--- config.mk ---
export PLATFORM = sky130hd
export DESIGN_NAME = joy_serializer
export DESIGN_NICKNAME = d
export VERILOG_FILES = /design/src/rtl/joy_serializer.sv
export SDC_FILE = /design/constraint.sdc
export NUM_CORES = 1
export LEC_CHECK = 0
export CAP_MARGIN = 5
export CORE_MARGIN = 4
export CORE_UTILIZATION = 25
export CTS_CLUSTER_SIZE = 14
export DETAILED_ROUTE_END_ITERATION = 7
export MAX_ROUTING_LAYER = met4
export PLACE_DENSITY = 0.42
export SLEW_MARGIN = 15
export SYNTH_ARGS = -nofsm -noshare
export SYNTH_HDL_FRONTEND = slang
export SYNTH_SLANG_ARGS = --single-unit
--- constraint.sdc ---
create_clock -name clk -period 1.7 [get_ports clk]
set_input_delay 0.34 -clock clk [delete_from_list [all_inputs] [get_ports clk]]
set_output_delay 0.34 -clock clk [all_outputs]
set_load 0.02 [all_outputs]
--- src/rtl/joy_serializer.sv ---
// rtl/joy_serializer.sv - responder end of the serial joystick link (optional JOY_DEBOUNCE_EN button debounce)
module joy_serializer #(
    parameter int SYNC_STAGES = 2,
    parameter int DEB_CYCLES  = 16
) (
    input  logic        clk,
    input  logic        reset_n,
    input  logic [11:0] p1_btn,
    input  logic [11:0] p2_btn,
    input  logic        joy_clk,
    input  logic        joy_load,
    output logic        joy_data,
    output logic        frame_done
);

    typedef enum logic [1:0] {
        LOAD  = 2'd0,
        SHIFT = 2'd1,
        DONE  = 2'd2
    } state_t;

    state_t state_q, state_d;

    logic [SYNC_STAGES-1:0] clk_sync;
    logic [SYNC_STAGES-1:0] load_sync;
    logic                   clk_prev;
    logic                   clk_s;
    logic                   load_s;
    logic                   clk_rise;

    logic [23:0] btn_meta;
    logic [23:0] btn_sync;
    logic [23:0] btn_clean;
    logic [11:0] p1c;
    logic [11:0] p2c;

    logic [24:0] slot_tab;
    logic [24:0] sreg;
    logic [4:0]  slot_cnt;
    logic        armed_q;
    logic        do_load;
    logic        do_shift;
    logic        frame_end;

    // Parameter sanity: SYNC_STAGES must be 2..3 and DEB_CYCLES positive; no hardware here.
    if (SYNC_STAGES < 2 || SYNC_STAGES > 3 || DEB_CYCLES < 1) begin : g_param_range
    end

    // Resynchronise the reader's shift clock and load strobe; load idles high, clock idles low.
    always_ff @(posedge clk or negedge reset_n) begin
        if (!reset_n) begin
            clk_sync  <= '0;
            load_sync <= '1;
            clk_prev  <= 1'b0;
        end else begin
            clk_sync  <= {clk_sync[SYNC_STAGES-2:0], joy_clk};
            load_sync <= {load_sync[SYNC_STAGES-2:0], joy_load};
            clk_prev  <= clk_s;
        end
    end

    assign clk_s    = clk_sync[SYNC_STAGES-1];
    assign load_s   = load_sync[SYNC_STAGES-1];
    assign clk_rise = clk_s & ~clk_prev;

    // Two-flop synchroniser on every button bit; released buttons read as 1.
    always_ff @(posedge clk or negedge reset_n) begin
        if (!reset_n) begin
            btn_meta <= '1;
            btn_sync <= '1;
        end else begin
            btn_meta <= {p2_btn, p1_btn};
            btn_sync <= btn_meta;
        end
    end

`ifdef JOY_DEBOUNCE_EN
    localparam int CW = (DEB_CYCLES < 2) ? 1 : $clog2(DEB_CYCLES);

    logic [CW-1:0] deb_cnt [24];
    logic [23:0]   btn_deb;

    // A bit's debounced value follows only after DEB_CYCLES consecutive differing samples.
    always_ff @(posedge clk or negedge reset_n) begin
        if (!reset_n) begin
            btn_deb <= '1;
            for (int i = 0; i < 24; i++) begin
                deb_cnt[i] <= '0;
            end
        end else begin
            for (int i = 0; i < 24; i++) begin
                if (btn_sync[i] == btn_deb[i]) begin
                    deb_cnt[i] <= '0;
                end else if (deb_cnt[i] == CW'(DEB_CYCLES - 1)) begin
                    btn_deb[i] <= btn_sync[i];
                    deb_cnt[i] <= '0;
                end else begin
                    deb_cnt[i] <= deb_cnt[i] + 1'b1;
                end
            end
        end
    end

    assign btn_clean = btn_deb;
`else
    assign btn_clean = btn_sync;
`endif

    assign p1c = btn_clean[11:0];
    assign p2c = btn_clean[23:12];

    // Bit 0 is the pad (slot 0); bit k holds slot k, so shifting right presents slots in order.
    assign slot_tab = {p1c[7], p1c[9], p1c[11], p1c[10],
                       p2c[7], p2c[9], p2c[11], p2c[10],
                       p2c[0], p2c[1], p2c[2], p2c[3], p2c[4], p2c[5], p2c[6], p2c[8],
                       p1c[0], p1c[1], p1c[2], p1c[3], p1c[4], p1c[5], p1c[6], p1c[8],
                       1'b1};

    // State register.
    always_ff @(posedge clk or negedge reset_n) begin
        if (!reset_n) begin
            state_q <= LOAD;
        end else begin
            state_q <= state_d;
        end
    end

    // Next-state and datapath controls; a low load strobe beats everything, including a clock rise.
    always_comb begin
        state_d   = state_q;
        do_load   = 1'b0;
        do_shift  = 1'b0;
        frame_end = 1'b0;
        if (!load_s) begin
            state_d = LOAD;
            do_load = 1'b1;
        end else begin
            case (state_q)
                LOAD: begin
                    if (armed_q) begin
                        state_d = SHIFT;
                    end
                end
                SHIFT: begin
                    if (clk_rise) begin
                        do_shift = 1'b1;
                        if (slot_cnt == 5'd24) begin
                            state_d   = DONE;
                            frame_end = 1'b1;
                        end
                    end
                end
                DONE: begin
                    state_d = DONE;
                end
                default: begin
                    state_d = LOAD;
                end
            endcase
        end
    end

    // Shift register, slot counter, arm flag and registered outputs.
    always_ff @(posedge clk or negedge reset_n) begin
        if (!reset_n) begin
            sreg       <= '1;
            slot_cnt   <= 5'd0;
            armed_q    <= 1'b0;
            joy_data   <= 1'b1;
            frame_done <= 1'b0;
        end else begin
            frame_done <= frame_end;
            if (do_load) begin
                sreg     <= slot_tab;
                slot_cnt <= 5'd0;
                armed_q  <= 1'b1;
            end else if (do_shift) begin
                sreg     <= {1'b1, sreg[24:1]};
                slot_cnt <= slot_cnt + 5'd1;
            end
            joy_data <= (state_q == SHIFT) ? sreg[0] : 1'b1;
        end
    end

endmodule
==> flow_summary.toml <==
[critical_path]
reg2reg_depth = 6
path_depth = 1
crit_family = "buffers and inverters"
rrSetupSlack_ns = 0.15
required_ns = 1.36
crit_end = "frame_done"
cp.buffers_inverters = 1
crit_start = "frame_done"
criticalPathCategory = "reg -> out"
crit_path_end_kind = "output port"
crit_path_start_kind = "register"
r2r_end = "sreg[19]"
worstPathArrival_ns = 1.25
reg2reg_from = "state_q[1]"
path_max_fanout = 1
slowest_stage = "clkdlybuf4s50_1"
cp_cell_sequence = "clkdlybuf4s50_1"
critPathMaxStageDelay_ns = 0.59

[synthesis]
synth_most_common_cell = "dfstp_2"
synthesis.nets = 275
synth_edf_count = 0
synthArstFlopShare = 1.00
yosys_warnings = 0
synth.avg_cell_area_um2 = 12.8
synthTopCellsByCount = "dfstp_2 (76), nand2_1 (53), nor2_1 (26)"
syn_inst = 242
synth-main-ff-cell = "dfstp_2"
ys_seq_area_frac = 0.744
syn_area_um2 = 3090
synth_top_area_cell = "dfstp_2"
netlist.area_leader.share = 0.646
ys_types = 27
synth-seq-cells = 88
synth.area.top_cells = "dfstp_2 (65%), dfrtp_1 (9.7%), nand2_1 (6.4%)"

[job]
max_cap_violations = 0

[sta]
final.setup.tns_ns = 0
slew_headroom = 0.746
tightestPinTransition_ns = 0.382
skew_ns = 0.00756
worst_slack_ns = 0.112
fin_crit_ns = 1.59
final-setup-viol-count = 0
rsz0062_at_grt = "no"
slew_viol_final = 0
finalHoldViolCount = 0
period_share = 0.934
timing.fmax_mhz = 630

[worst_hold_path]
hold_path.class = "in -> async"

[pwr]
ir_drop_mv = 0.540
finalPower_mw = 4.91
p_leak_nw = 1.58
pwr_density_cell_nw_per_um2 = 1260

[place]
gp_congestion = 0.662
place_ws_ns = 0.110
dpl.hpwl_um = 2930
port_buffers = 29
place_area_um2 = 3590
post-place-cells = 434

[global_routing]
use_met3 = 0.0252
grt.total_usage = 0.0790
gr-total-overflow = 0
grt_pass1_wl_um = 8770
grt.met2_usage = 0.120
grt_max_degree = 76
antenna_found_initial = 0
grt_pass1_vias = 1902
use_met1 = 0.0965
grt_busiest_layer = "met2"

[drt]
drc_errors = 0
drtAntennaViolNets = 0
dr.pass1.iters = 7
routedWlPerCell_um = 10.7
drtIter0Drc = 108
vias = 1750
avgViaCountPerCell = 3.89
wl_um = 4830

[die]
fp.dieArea_um2 = 14200
io_pins = 30
start_util = 0.256
die_h_um = 119
chipWidth_um = 119
rows = 40
core_region_area_um2 = 12100

[cells_and_area]
final_cells = 450
drive_gt1_frac = 0.355
diodes = 0
num-fill-cells = 1196
area_growth_pct = 26.3
nets = 310
stdcell_area_um2 = 3900

[cts]
cts_tree = "done"
clk_path_buf_depth = 2
clkTransAtPathRegs_ns = 0.07
cts_root_buf = "clkbuf_16"
numCtsBuffers = 9
cts_resized = 1
worstSkewPairLatency_ns = 0.33
hold_buffers = 0
cts.sinks = 88
cts_setup_buffers = 0
htree_levels = 3

[outcome]
outcome = "complete, no violations"
-- report_power, final --
part / switching [mW] / total, mW / leakage, nW / internal, mW
Sequential: 0.0883 / 2.47 / 0.953 / 2.38
Clock: 0.794 / 1.98 / 0.146 / 1.19
Combinational: 0.244 / 0.454 / 0.479 / 0.210
-- logic make-up (layout without fill, tap and decap cells) --
| logic type | after synthesis | count (layout) | synth area share |
|---|---|---|---|
| AOI/OAI and AO/OA | 32 | 32 | 0.0644 |
| adders and majority gates | 5 | 5 | 0.0203 |
| buffers and inverters | 17 | 57 | 0.0275 |
| DFF | 88 | 88 | 0.744 |
| xor gates and xnor gates | 1 | 1 | 0.00284 |
| and+or+nand+nor | 97 | 97 | 0.135 |
| muxes | 2 | 2 | 0.00648 |
-- worst min path at each step --
stage,to,from,cells after the start
floorplan,armed_q,reset_n,0
global placement,clk_sync[1],clk_sync[0],0
detailed placement,clk_sync[1],clk_sync[0],0
CTS,btn_meta[15],reset_n,1
global route,btn_meta[16],reset_n,1
finish,btn_meta[15],reset_n,1
-- registers in the layout, summed over array words and instances, names as in the netlist, 2 cells and up --
name / flops
state_q: 2
btn_meta: 24
sreg: 25
btn_clean: 24
slot_cnt: 5
clk_sync: 2
load_sync: 2
-- placed cells by master (no fill, tap or decap) --
cell,count
nand3_1,3
or3_1,1
nor3_1,1
a21oi_1,3
inv_1,6
mux2i_1,2
clkbuf_16,9
ha_1,4
clkdlybuf4s50_1,27
clkinvlp_4,1
o21ai_0,3
dlygate4sd2_1,1
nand4b_1,1
o21a_1,1
bufinv_16,1
or2b_1,1
dfrtp_1,12
clkinv_4,2
nand2b_1,4
dfstp_2,76
clkbuf_8,1
inv_6,1
clkbuf_1,1
nand3b_2,1
ha_2,1
nand2_1,53
nand4_1,2
nand3b_1,1
a31oi_1,23
o221ai_1,2
xnor2_1,1
buf_4,5
and3b_1,1
buf_12,2
nor2_1,26
and3_1,2
-- area by class of cell --
type                    count  area (µm²)  share of cell area
clock buffers              11         243              0.0622
clock inverters             5        63.8              0.0164
inverters                   6        22.5             0.00577
multi-input cells         137         709               0.182
flip-flops and latches     88        2300               0.589
well taps                 168         210              0.0539
repair buffers             35         357              0.0914
-- per-stage QoR --
stage | hold slack (ns) | util
floorplan | 0.0444 | -
global placement | 0.341 | 0.298
detailed placement | 0.346 | 0.298
CTS | 0.0537 | 0.323
global route | 0.0772 | 0.324
finish | 0.0558 | 0.324
-- layer usage --
metal,wire length (µm),share of wire,up-vias
li1,-,-,866
met1,2260,0.47,847
met2,2300,0.48,32
met3,188,0.039,5
met4,77,0.016,0
met5,0,0,-
-- worst register-to-register path: stages, from the launching register on --
cell,delay [ns]
dfrtp_1,0.37
inv_1,0.12
ha_2,0.25
and3b_1,0.25
buf_4,0.22
nand2_1,0.08
a31oi_1,0.18
(Power assumes the default switching activity.)
